===== config.mk =====
export PLATFORM = sky130hd
export DESIGN_NAME = sprite_frame_engine
export DESIGN_NICKNAME = d
export VERILOG_FILES = /design/src/rtl/sprite_frame_engine.sv
export SDC_FILE = /design/constraint.sdc
export NUM_CORES = 1
export LEC_CHECK = 0
export ABC_AREA = 1
export CORE_MARGIN = 2
export CORE_UTILIZATION = 49
export DETAILED_ROUTE_END_ITERATION = 7
export GPL_ROUTABILITY_DRIVEN = 0
export HOLD_SLACK_MARGIN = 0.05
export PLACE_DENSITY = 0.77
export SLEW_MARGIN = 20
export SYNTH_ARGS = -nofsm -noshare
export SYNTH_HDL_FRONTEND = slang
export SYNTH_SLANG_ARGS = --single-unit

===== constraint.sdc =====
create_clock -name clock -period 4.4 [get_ports clock]
set_input_delay 0.88 -clock clock [delete_from_list [all_inputs] [get_ports clock]]
set_output_delay 0.88 -clock clock [all_outputs]
set_load 0.01 [all_outputs]

===== src/rtl/sprite_frame_engine.sv =====
// Sprite frame engine: each frame waits FRAME_TICKS, erases sprites at their old positions from
// the background, then draws them at new positions from sprite ROM. Optional macro: TRANSPARENCY_EN.
module sprite_frame_engine #(
    parameter int NUM_SPR     = 2,
    parameter int SPR_W       = 4,
    parameter int SPR_H       = 4,
    parameter int FRAME_TICKS = 833333
) (
    input  logic                   clock,
    input  logic                   resetn,
    input  logic                   run,
    input  logic [NUM_SPR-1:0]     spr_en,
    input  logic [8*NUM_SPR-1:0]   spr_x,
    input  logic [7*NUM_SPR-1:0]   spr_y,
    output logic [14:0]            bg_addr,
    input  logic [8:0]             bg_q,
    output logic [14:0]            spr_addr,
    input  logic [8:0]             spr_q,
    output logic [7:0]             oX,
    output logic [6:0]             oY,
    output logic [8:0]             oColour,
    output logic                   oPlot,
    output logic                   busy,
    output logic                   frame_done
);

    localparam int CW = (NUM_SPR > 1) ? $clog2(NUM_SPR) : 1;
    localparam int XW = (SPR_W > 1) ? $clog2(SPR_W) : 1;
    localparam int YW = (SPR_H > 1) ? $clog2(SPR_H) : 1;
    localparam int TW = (FRAME_TICKS > 1) ? $clog2(FRAME_TICKS) : 1;

    typedef enum logic [2:0] {IDLE, WAIT, ERASE, DRAW, DONE} state_t;

    state_t               state;
    logic [TW-1:0]        tick;
    logic [CW-1:0]        ch;
    logic [XW-1:0]        px;
    logic [YW-1:0]        py;
    logic [7:0]           oldX [NUM_SPR];
    logic [6:0]           oldY [NUM_SPR];
    logic [NUM_SPR-1:0]   oldValid;
    logic [7:0]           newX [NUM_SPR];
    logic [6:0]           newY [NUM_SPR];
    logic [NUM_SPR-1:0]   newEn;
    logic                 plotReg;
    logic                 pixValid;
    logic                 pixErase;

    logic                 erasing;
    logic                 chActive;
    logic                 lastPix;
    logic                 chDone;
    logic                 lastCh;
    logic [7:0]           baseX;
    logic [6:0]           baseY;
    logic [8:0]           sumX;
    logic [8:0]           sumY;
    logic                 inBounds;

    // Addresses are driven combinationally from the scan counters; the memories register them,
    // so the pixel registers below line up with q one cycle later.
    always_comb begin
        erasing  = (state == ERASE);
        baseX    = erasing ? oldX[ch] : newX[ch];
        baseY    = erasing ? oldY[ch] : newY[ch];
        chActive = erasing ? oldValid[ch] : ((state == DRAW) && newEn[ch]);
        sumX     = {1'b0, baseX} + 9'(px);
        sumY     = {2'b0, baseY} + 9'(py);
        inBounds = (sumX < 9'd160) && (sumY < 9'd120);
        lastPix  = (px == XW'(SPR_W - 1)) && (py == YW'(SPR_H - 1));
        chDone   = !chActive || lastPix;
        lastCh   = (ch == CW'(NUM_SPR - 1));
        bg_addr  = '0;
        spr_addr = '0;
        if (chActive && erasing)
            bg_addr = 15'(sumY) * 15'd160 + 15'(sumX);
        if (chActive && !erasing)
            spr_addr = 15'(ch) * 15'(SPR_W * SPR_H) + 15'(py) * 15'(SPR_W) + 15'(px);
    end

    always_ff @(posedge clock) begin
        if (!resetn) begin
            state      <= IDLE;
            tick       <= '0;
            ch         <= '0;
            px         <= '0;
            py         <= '0;
            oldValid   <= '0;
            newEn      <= '0;
            for (int unsigned i = 0; i < NUM_SPR; i++) begin
                oldX[i] <= '0;
                oldY[i] <= '0;
                newX[i] <= '0;
                newY[i] <= '0;
            end
            oX         <= '0;
            oY         <= '0;
            plotReg    <= 1'b0;
            pixValid   <= 1'b0;
            pixErase   <= 1'b0;
            frame_done <= 1'b0;
        end else begin
            plotReg    <= 1'b0;
            pixValid   <= 1'b0;
            frame_done <= 1'b0;
            case (state)
                IDLE: begin
                    if (run) begin
                        state <= WAIT;
                        tick  <= '0;
                    end
                end
                WAIT: begin
                    if (tick == TW'(FRAME_TICKS - 1)) begin
                        state <= ERASE;
                        tick  <= '0;
                        ch    <= '0;
                        px    <= '0;
                        py    <= '0;
                        newEn <= spr_en;
                        for (int unsigned i = 0; i < NUM_SPR; i++) begin
                            newX[i] <= spr_x[8*i +: 8];
                            newY[i] <= spr_y[7*i +: 7];
                        end
                    end else begin
                        tick <= tick + TW'(1);
                    end
                end
                ERASE, DRAW: begin
                    if (chActive) begin
                        pixValid <= 1'b1;
                        pixErase <= erasing;
                        plotReg  <= inBounds;
                        oX       <= sumX[7:0];
                        oY       <= sumY[6:0];
                    end
                    if (chDone) begin
                        px <= '0;
                        py <= '0;
                        if (lastCh) begin
                            ch <= '0;
                            if (erasing) begin
                                state <= DRAW;
                            end else begin
                                state      <= DONE;
                                frame_done <= 1'b1;
                            end
                        end else begin
                            ch <= ch + CW'(1);
                        end
                    end else if (px == XW'(SPR_W - 1)) begin
                        px <= '0;
                        py <= py + YW'(1);
                    end else begin
                        px <= px + XW'(1);
                    end
                end
                DONE: begin
                    oldValid <= newEn;
                    for (int unsigned i = 0; i < NUM_SPR; i++) begin
                        oldX[i] <= newX[i];
                        oldY[i] <= newY[i];
                    end
                    tick  <= '0;
                    state <= run ? WAIT : IDLE;
                end
                default: state <= IDLE;
            endcase
        end
    end

    assign busy    = (state == ERASE) || (state == DRAW) || (state == DONE);
    assign oColour = pixValid ? (pixErase ? bg_q : spr_q) : '0;

`ifdef TRANSPARENCY_EN
    // Colour 000 in sprite ROM is see-through; erase pixels always restore the background.
    assign oPlot = plotReg && !(!pixErase && (spr_q == 9'h000));
`else
    assign oPlot = plotReg;
`endif

endmodule


### After elaboration in Yosys (flattened, before gate mapping)

Memory sizes are Yosys's and may differ from the RTL's. A register that Yosys moved wholly into a read port is not among the register bits.
Index checks and enable logic that the tools add are counted.

* $add $sub $neg: 9
* multipliers: 1
* magnitude comparators: 3
* equal/unequal tests: 12
* muxes and demuxes: 58
* bitwise gates (word level): 8
* reduce and logical (&&, ||, !) cells: 24

Operator list (number)
* 20-bit case mux with 3 select lines: 1
* 7-bit two-way mux: 6
* 20-bit two-way mux: 2
* 8-bit two-way mux: 5
* 1-bit two-way mux: 27
* 20-bit by 1-bit adder with 20-bit output (second input constant): 1
* 20-bit == test (second input constant): 1
* 9-bit two-way mux: 2
* 15-bit by 9-bit adder with 15-bit output: 1
* 15-bit two-way mux: 1
* 3-bit two-way mux: 5
* 3-bit case mux with 4 select lines: 1
* 8-bit by 3-bit multiplier with 10-bit output (second input constant): 1
* 2-bit two-way mux: 5
* 2-bit AND reduction: 5
* 8-bit by 2-bit adder with 9-bit output: 1
* 9-bit by 8-bit < comparator with 1-bit output (second input constant): 1
* 3-bit AND reduction: 3
* 7-bit by 2-bit adder with 8-bit output: 1
* 8-bit by 7-bit < comparator with 1-bit output (second input constant): 1
* 2-bit != test (second input constant): 4
* 1-bit bitwise OR: 8
* 2-bit case mux with 2 select lines: 2
* 4-bit AND reduction: 2
* other kinds (18): 28

* bits in registers: 51
* bits in writable memories: 60
* input bits: 53
* output and inout bits: 57
* word-level logic and storage cells: 132
* memories kept: 4

Memory list
* newX: words 2, width 8, rd ports 3, clocked after memory_dff 1, wr ports 2, RTL line 42 `logic [7:0] newX [NUM_SPR];`
* oldX: words 2, width 8, rd ports 1, clocked after memory_dff 1, wr ports 2, RTL line 39 `logic [7:0] oldX [NUM_SPR];`
* newY: words 2, width 7, rd ports 3, clocked after memory_dff 1, wr ports 2, RTL line 43 `logic [6:0] newY [NUM_SPR];`
* oldY: words 2, width 7, rd ports 1, clocked after memory_dff 1, wr ports 2, RTL line 40 `logic [6:0] oldY [NUM_SPR];`

### Logic depth before layout (Yosys ltp)

Gate-level depths: netlist of the first run.

* word-level depth: 10
* gate-level depth with buffers: 28
* depth with buffers taken out: 26

### Worst setup path after synthesis of the first run

OpenSTA, ideal clock, no wires.

* path type: register -> output
* start: reg with a tool-made name
* end: out bg_addr[14]
* arrival time: 3.977 ns
* required time: 3.520 ns
* setup slack: -0.457 ns
* cell stages (with the launch flop): 25
* path buffers: 4
* path through: dfxtp_1 > clkbuf_2 > buf_2 > buf_2 > buf_2 > or2_2 > o211ai_1 > o21ai_0 > ha_1 > inv_1 > fa_1 > inv_1 > ha_1 > ha_1 > inv_1 > fa_1 > nor2_1 > nand3_1 > nand3_1 > nand2_1 > nor2_1 > nand3_1 > nand3_1 > nand2_1 > nor2_1

RTL lines
* end: declaration: RTL line 15 `output logic [14:0] bg_addr,`

### Worst setup path after layout of the first run

* start: reg state[2]
* end: out bg_addr[14]

* cells in the longest elaborated chain, start to end: 6
* elaborated cells on any way between the ends: 12
* those cells by class: add/sub (3); mul (1); eq/ne (2); mux (4); reduce/logical (2)

Ends and longest elaborated chain
* start: declaration: RTL line 34 `state_t state;`
* start signal: assignment: RTL line 165 `state <= run ? WAIT : IDLE;`
* 3-bit by 2-bit == test with 1-bit output: RTL line 63 `erasing = (state == ERASE);`
* 7-bit two-way mux: RTL line 65 `baseY = erasing ? oldY[ch] : newY[ch];`
* 7-bit by 2-bit adder with 8-bit output: RTL line 68 `sumY = {2'b0, baseY} + 9'(py);`
* named net sumY[2]: RTL line 57 `logic [8:0] sumY;`
* 8-bit by 3-bit multiplier with 10-bit output: RTL line 76 `bg_addr = 15'(sumY) * 15'd160 + 15'(sumX);`
* 15-bit by 9-bit adder with 15-bit output: RTL line 76
* 15-bit two-way mux: RTL line 75 `if (chActive && erasing)`

The timed path passes the listed nets, and every way through them passes these cells.

==> impl_metrics.csv, run 1 <==
group,metric,value,unit
worst_setup_path,endpoint_kind,"output pin",
sta,slew_headroom,28.8,%
layout,n_antenna_cell,0,
worst_setup_path,start_kind,"flip-flop",
global_route,grtUsageTotal,21.6,%
clock_network,cts_tree,"built",
layout,syn2layout_area_growth,32.9,%
die,die_area,14900,um2
worst_setup_path,critPathRequiredTime,3.52,ns
sta,hold_violations,0,
routing,drtIter0Drc,435,
run_status,violations,"negative setup slack",
die,core,13700,um2
sta,finalMaxSlewViolations,0,
clock_network,insertion_delay,0.35,ns
synthesis,yosysSeqAreaShare,41.7,%
sta,grt_setup_unrepaired,"yes",
sta,fin_crit,4.82,ns
clock_network,numClockSinks,112,
routing,vias,6071,
synthesis,syn_inst,903,
die,rows,43,
pwr,p_per_area,463,nW/um2
sta,holdWs,0.474,ns
worst_setup_path,worstSetupPathType,"reg -> out",
global_route,grt_pass1_vias,5623,
worst_setup_path,cp.arrival,3.94,ns
synthesis,synth-warning-count,0,
run_status,outcome,"finished with violations",
clock_network,cts_hold_buf,0,
routing,wl,15900,um
placed_design,hpwl,11100,um
synthesis,netlist_top_cells_area,"edfxtp_1, dfxtp_1, nand2_1",
die,ios,110,
synthesis,yosysTopAreaCellShare,26.5,%
global_route,grt_max_degree,39,
synthesis,synth_top_cell_by_area,"edfxtp_1",
pwr,leakage,0.00408,uW
synthesis,syn_avg_cell_area,7.54,um2
layout,drive_above_1_share,22.1,%
sta,worstMarginPinSlew,1.07,ns
layout,finalNetCount,1152,
layout,multiInputGateArea,3470,um2
worst_setup_path,max_stage_delay,0.49,ns
routing,via_per_inst,4.83,
clock_network,clockBufferDepth,2,
clock_network,ctsHtreeMaxLevel,3,
die,fp.dieW,122,um
worst_setup_path,crit_fanout,5,
routing,drtPass1Iterations,5,
layout,n_fill_cell,1118,
global_route,grt_first_pass_wirelength,25900,um
synthesis,yosysUniqueCellTypes,47,
layout,utilization,66.0,%
sta,worst_slack,-0.416,ns
pwr,ir_worst_vdd,0.216,mV
routing,wire_per_inst,12.7,um
flow_run,drv_cap,0,
clock_network,path_clk_slew,0.07,ns
layout,ff_latch_area,2850,um2
global_route,grt-ovfl-total,0,
routing,antenna_left,0,
sta,setup_violations,6,
worst_hold_path,hp-class,"reg -> reg",
global_route,antenna_found_initial,0,
routing,drc,0,
placed_design,io_buffers,99,
die,start_util,49.6,%
sta,max_freq,0.208,GHz
synthesis,syn_area,6810,um2
sta,period_share,109,%
synthesis,synth-seq-cells,112,
sta,finClkSkew,0.00844,ns
clock_network,root_buffer,"clkbuf_16",
worst_setup_path,cpMaxStageDelayCell,"fa_2",
die,die_h,122,um
clock_network,cts_buffers,9,
-- metal layers --
layer	track usage (%)	routed length [um]	vias to the layer above
li1	-	-	3151
met1	28.9	7180	2713
met2	35.2	7440	174
met3	3.56	921	33
met4	8.12	378	0
met5	0	0	-
-- where the power goes --
group	internal [uW]	switching [uW]
clock	452	389
sequential	1150	39.0
combinational	1020	1140
total	2620	1570
-- critical path, delay by kind of cell, from the launching register on --
kind,cells,cell delay [ns]
AND/OR/NAND/NOR,13,1.18
AO/OA/AOI/OAI,2,0.20
buffers and inverters,6,0.52
adder cells (fa/ha/maj),4,1.35
flip-flops,1,0.34
-- timing repair --
action	CTS	global route
pin swaps	20	22
hold endpoints to repair	0	0
resized for setup	54	33
buffers inserted	22	5
endpoints found under the setup margin	9	11
-- cells in the mapped netlist, drive strengths merged --
library cell and number:
a21oi 36, nand3b 3, nor2 151, buf 27, fa 4, clkbuf 11
and2 3, ha 23, o211ai 4, conb 1, a211oi 2, xor2 9
nand2 213, inv 153, xnor2 6, clkinv 1, edfxtp 60, o21bai 7
dfxtp 52, nand4 8, a31oi 1, or2 6, nor3b 3, o22ai 2
nor3 13, nand3 39, o21ai 64, and3 1
-- per-stage QoR --
stage	worst slack, ns	power (uW)	cell area, um2	TNS, ns	cells
after floorplan	-0.137	2330	6950	-0.185	912
after global placement	-0.374	2930	8350	-1.54	1214
after detailed placement	-0.492	2970	8350	-2.18	1214
after CTS	-0.348	4030	8900	-2.31	1252
after global routing	-0.606	4460	9050	-2.98	1257
final	-0.416	4190	9050	-1.62	1257
-- final cells by class --
class,instances,area share [%]
Clock buffer,10,2.53
Clock inverter,6,0.843
Inverter,154,6.38
Multi-Input combinational cell,608,38.3
Sequential cell,112,31.4
Tap cell,180,2.49
Timing Repair Buffer,187,18.0
-- flip-flops by register name, summed over array words and instances (netlist names), named ones only --
name	count
oldX	16
newX	16
newEn	2
ch	1
oY	7
py	2
pixValid	1
frame_done	1
oldValid	2
oldY	14
px	2
newY	14
oX	8
oPlot	1
pixErase	1
state	3
tick	20
-- placed cells by master, fill, tap and decap left out, drive strengths merged, types with 4 or more instances in the layout --
| master | synthesis | final |
|---|---|---|
| or2 | 6 | 6 |
| o21ai | 64 | 64 |
| xor2 | 9 | 9 |
| clkdlybuf4s50 | 0 | 90 |
| nand4 | 8 | 8 |
| xnor2 | 6 | 6 |
| o211ai | 4 | 4 |
| nand2 | 213 | 213 |
| inv | 153 | 156 |
| nor3 | 13 | 13 |
| a21oi | 36 | 36 |
| dfxtp | 52 | 52 |
| fa | 4 | 4 |
| buf | 27 | 95 |
| edfxtp | 60 | 60 |
| o21bai | 7 | 7 |
| clkbuf | 11 | 11 |
| nor2 | 151 | 151 |
| nand3 | 39 | 39 |
| ha | 23 | 23 |
| conb | 1 | 10 |
-- worst paths after layout --
check,slack (ns),from,cells after the start,endpoint
setup / recovery,-0.42,state[2],25,bg_addr[14]
hold / removal,0.47,oldValid[1],2,oldValid[1]
setup reg to reg,0.90,oldY[0][0],26,oY[6]
hold reg to reg,0.47,oldValid[1],2,oldValid[1]
-- cell families after synthesis --
family	after synthesis	synth area share, %
simple gates	440	29.5
buf+inv	192	12.0
compound gates	116	9.28
flops	112	41.7
fa+ha+maj	27	5.40
xor+xnor	15	2.04
other cells	1	0.0551
(Power assumes the default switching activity.)
==> inputs of run 2 (changes only) <==
--- a/config.mk
+++ b/config.mk
@@ -7,11 +7,10 @@
 export LEC_CHECK = 0
 export ABC_AREA = 1
 export CORE_MARGIN = 2
-export CORE_UTILIZATION = 49
+export CORE_UTILIZATION = 28
 export DETAILED_ROUTE_END_ITERATION = 7
 export GPL_ROUTABILITY_DRIVEN = 0
 export HOLD_SLACK_MARGIN = 0.05
-export PLACE_DENSITY = 0.77
 export SLEW_MARGIN = 20
 export SYNTH_ARGS = -nofsm -noshare
 export SYNTH_HDL_FRONTEND = slang
==> impl_metrics.csv, run 2 (synthesized netlist as in run 1, its figures left out) <==
group,metric,value,unit
sta,grt_setup_unrepaired,"yes",
pwr,p_per_area,463,nW/um2
placed_design,pre_cts_ws,-0.646,ns
worst_setup_path,cp.arrival,3.95,ns
sta,fin_setup_tns,-2.01,ns
worst_setup_path,reg2reg_depth,20,
global_route,grt-ovfl-total,0,
worst_setup_path,start_kind,"flip-flop",
clock_network,root_buffer,"clkbuf_16",
clock_network,path_clk_slew,0.07,ns
worst_setup_path,crit_fanout,4,
pwr,leakage,0.00418,uW
sta,slew_headroom,27.8,%
layout,fin_cells,1415,
clock_network,numClockSinks,112,
worst_setup_path,critPathRequiredTime,3.52,ns
placed_design,hpwl,12700,um
clock_network,cts_tree,"built",
die,die_area,25600,um2
global_route,grt_max_degree,33,
flow_run,drv_cap,0,
routing,drtIter0Drc,233,
die,rows,57,
routing,via_per_inst,4.31,
routing,drc,0,
sta,max_freq,0.207,GHz
die,fp.dieW,160,um
layout,syn2layout_area_growth,37.4,%
sta,finClkSkew,0.0166,ns
clock_network,cts_hold_buf,0,
global_route,antenna_found_initial,0,
layout,largest_reg_flops,20,
sta,holdWs,0.479,ns
layout,n_fill_cell,2538,
layout,layout_commonest_cell,"nand2_1",
worst_hold_path,hp-class,"reg -> reg",
run_status,violations,"negative setup slack",
sta,worstMarginPinSlew,1.08,ns
layout,finalNetCount,1166,
die,die_h,160,um
sta,setup_violations,6,
worst_hold_path,holdPathStages,2,
die,start_util,28.3,%
worst_setup_path,worstSetupPathType,"reg -> out",
layout,utilization,38.8,%
clock_network,ctsHtreeMaxLevel,3,
placed_design,dp_cells,1373,
sta,fin_crit,4.83,ns
routing,vias,6092,
global_route,grt_pass1_vias,5789,
sta,finalMaxSlewViolations,0,
die,ios,110,
global_route,grt_first_pass_wirelength,28200,um
layout,drive_above_1_share,24.1,%
routing,antenna_left,0,
placed_design,io_buffers,99,
sta,worst_slack,-0.430,ns
clock_network,cts_buffers,9,
clock_network,insertion_delay,0.36,ns
sta,period_share,110,%
routing,wl,17000,um
layout,top_regs,"tick: 20 flops, newX: 16 flops, oldX: 16 flops",
run_status,outcome,"finished with violations",
die,core,24100,um2
layout,final_cell_mix,"nand2_1, inv_1, nor2_1, buf_4, clkdlybuf4s50_1",
layout,largest_register,"tick",
worst_setup_path,endpoint_kind,"output pin",
pwr,ir_worst_vdd,0.248,mV
layout,n_antenna_cell,0,
routing,drtPass1Iterations,5,
sta,hold_violations,0,
global_route,grtUsageTotal,13.4,%
routing,wire_per_inst,12.0,um
clock_network,clockBufferDepth,2,
## run 2: report_power, final
part	internal, uW	leakage, uW	switching (uW)
clock network	401	0.000145	422
registers	1150	0.00103	35.8
logic	1110	0.00300	1210
## run 2: worst paths after layout
check | end | startpoint | slack (ns)
worst min-delay path | oldValid[1] | oldValid[1] | 0.48
worst max register to register | oX[4] | flip-flop | 1.58
worst min register to register | oldValid[1] | oldValid[1] | 0.48
worst max-delay path | bg_addr[14] | state[2] | -0.43
## run 2: through the flow
stage	cell area (um2)	total power (uW)
global route	9350	4640
floorplan	6950	2330
global placement	8650	3090
finish	9350	4330
detailed placement	8650	3100
CTS	9150	4110
## run 2: area by class of cell
| class | instances | area (um2) | share of cell area (%) |
|---|---|---|---|
| flip-flops and latches | 112 | 2850 | 30.5 |
| multi-input cells | 608 | 3490 | 37.4 |
| well taps | 324 | 405 | 4.33 |
| clock inverters | 7 | 68.8 | 0.736 |
| inverters | 154 | 581 | 6.21 |
| clock buffers | 9 | 225 | 2.41 |
| repair buffers | 201 | 1730 | 18.5 |
## run 2: metal layers
metal	global-route usage, %	wire [um]	vias to the layer above
met5	0	0	-
met4	4.18	315	0
met3	2.21	814	22
met2	21.7	7660	142
met1	18.3	8230	2740
li1	-	-	3188
## run 2: critical path: stages, from the launching register on
cell and delay, ns:
dfxtp_2 0.33, inv_2 0.06, nand2_4 0.06, nor2_8 0.09, o211ai_1 0.08, o21ai_1 0.12
ha_2 0.23, inv_2 0.04, fa_2 0.39, nor2_4 0.17, nand2_4 0.09, nand2_4 0.08
inv_4 0.04, ha_4 0.26, inv_2 0.04, fa_2 0.51, nor2_4 0.15, nand3_2 0.09
nand3_2 0.10, nand2_2 0.07, nor2_4 0.13, nand3_2 0.12, nand3_2 0.08, nand2_2 0.05
nor2_2 0.07, buf_2 0.12
## run 2: timing repair
action | CTS | global route
pin swaps | 18 | 27
resized for setup | 60 | 50
endpoints found under the setup margin | 9 | 10
buffers inserted | 15 | 11
==> inputs of run 3 (changes only) <==
--- a/config.mk
+++ b/config.mk
@@ -6,6 +6,7 @@
 export NUM_CORES = 1
 export LEC_CHECK = 0
 export ABC_AREA = 1
+export CAP_MARGIN = 25
 export CORE_MARGIN = 2
 export CORE_UTILIZATION = 28
 export DETAILED_ROUTE_END_ITERATION = 7
==> impl_metrics.csv, run 3 (synthesized netlist as in run 1, its figures left out) <==
group,metric,value,unit
pwr,p_total,4330,uW
routing,via_per_inst,4.29,
die,die_area,25600,um2
layout,top_regs,"tick: 20 flops, newX: 16 flops, oldX: 16 flops",
layout,n_fill_cell,2536,
clock_network,path_clk_slew,0.07,ns
run_status,outcome,"finished with violations",
worst_setup_path,crit_fanout,4,
sta,hold_violations,0,
sta,finalMaxSlewViolations,0,
routing,wl,17000,um
layout,multiInputGateArea,3490,um2
pwr,ir_worst_vdd,0.248,mV
layout,ff_latch_area,2850,um2
clock_network,insertion_delay,0.36,ns
clock_network,numClockSinks,112,
die,die_h,160,um
global_route,antenna_found_initial,0,
routing,drtIter0Drc,224,
sta,fin_crit,4.83,ns
clock_network,cts_tree,"built",
clock_network,ctsHtreeMaxLevel,3,
clock_network,cts_buffers,9,
routing,drc,0,
worst_setup_path,start_kind,"flip-flop",
die,rows,57,
routing,wire_per_inst,12.0,um
layout,n_antenna_cell,0,
global_route,grt_pass1_vias,5789,
layout,largest_register,"tick",
die,start_util,28.3,%
global_route,grtUsageTotal,13.4,%
pwr,leakage,0.00419,uW
run_status,violations,"negative setup slack",
sta,worstMarginPinSlew,0.610,ns
sta,period_share,110,%
flow_run,drv_cap,0,
placed_design,pre_cts_ws,-0.646,ns
pwr,p_per_area,462,nW/um2
placed_design,hpwl,12700,um
layout,final_cell_mix,"nand2_1, inv_1, nor2_1, buf_4, clkdlybuf4s50_1",
clock_network,clockBufferDepth,2,
die,ios,110,
die,fp.dieW,160,um
clock_network,root_buffer,"clkbuf_16",
sta,slew_headroom,59.2,%
routing,antenna_left,0,
worst_setup_path,worstSetupPathType,"reg -> out",
layout,finalNetCount,1167,
layout,drive_above_1_share,24.2,%
global_route,grt-ovfl-total,0,
sta,setup_violations,6,
worst_setup_path,endpoint_kind,"output pin",
sta,finClkSkew,0.0165,ns
sta,grt_setup_unrepaired,"yes",
worst_setup_path,critPathRequiredTime,3.52,ns
global_route,grt_max_degree,33,
layout,largest_reg_flops,20,
placed_design,io_buffers,99,
layout,layout_commonest_cell,"nand2_1",
die,core,24100,um2
routing,vias,6081,
routing,drtPass1Iterations,5,
layout,syn2layout_area_growth,37.5,%
sta,max_freq,0.207,GHz
worst_hold_path,hp-class,"reg -> reg",
global_route,grt_first_pass_wirelength,28200,um
sta,worst_slack,-0.431,ns
worst_setup_path,cp.arrival,3.95,ns
-- run 3: cell count changes in the layout (fill, tap and decap cells not counted) --
cell	change
buf_6	+1
-- run 3: worst max-delay path, stage by stage, from the launching register on --
cell      delay [ns]
dfxtp_2         0.33
inv_2           0.07
nand2_4         0.06
nor2_8          0.09
o211ai_1        0.08
o21ai_1         0.12
ha_2            0.23
inv_2           0.04
fa_2            0.39
nor2_4          0.17
nand2_4         0.09
nand2_4         0.08
inv_4           0.04
ha_4            0.26
inv_2           0.04
fa_2            0.51
nor2_4          0.15
nand3_2         0.09
nand3_2         0.10
nand2_2         0.07
nor2_4          0.13
nand3_2         0.12
nand3_2         0.08
nand2_2         0.05
nor2_2          0.07
buf_2           0.12
-- run 3: final timing paths --
path                            slack [ns]  cells past startpoint          end         from
worst max-delay path                 -0.43                     25  bg_addr[14]     state[2]
worst min-delay path                  0.48                      2  oldValid[1]  oldValid[1]
worst max register to register        1.58                     20        oX[4]    flip-flop
worst min register to register        0.48                      2  oldValid[1]  oldValid[1]
-- run 3: timing repair --
item,in CTS,in global routing
pin swaps,18,27
hold buffers,0,0
setup buffers,15,11
setup endpoints to repair,9,10
gates resized for setup,60,50
gates cloned,0,0
hold endpoints to repair,0,0
-- run 3: final cells by class --
type	count	area share, %
Tap cell	324	4.33
Multi-Input combinational cell	608	37.3
Sequential cell	112	30.4
Clock buffer	9	2.40
Clock inverter	7	0.735
Timing Repair Buffer	202	18.6
Inverter	154	6.20
-- run 3: report_power, final --
part	total, uW	switching [uW]	leakage (uW)	internal (uW)
clock network	823	422	0.000145	401
registers	1190	35.8	0.00103	1150
logic	2320	1210	0.00301	1110
total	4330	1660	0.00419	2660
-- run 3: metrics by stage --
step | instances | utilization (%) | hold WS (ns) | cell area, um2 | setup TNS [ns]
after floorplan | 912 | - | 0.440 | 6950 | -0.185
after global routing | 1416 | 38.9 | 0.498 | 9370 | -3.48
after detailed placement | 1373 | 35.9 | 0.468 | 8650 | -3.01
after global placement | 1373 | 35.9 | 0.456 | 8650 | -2.22
after CTS | 1404 | 37.9 | 0.480 | 9150 | -1.61
final | 1416 | 38.9 | 0.480 | 9370 | -2.03
-- run 3: layer usage --
metal	part of all wire, %	routed length [um]	GRT usage (%)
met1	49	8320	18.3
met2	45	7660	21.7
met3	4.4	743	2.21
met4	1.8	315	4.18
met5	0	0	0
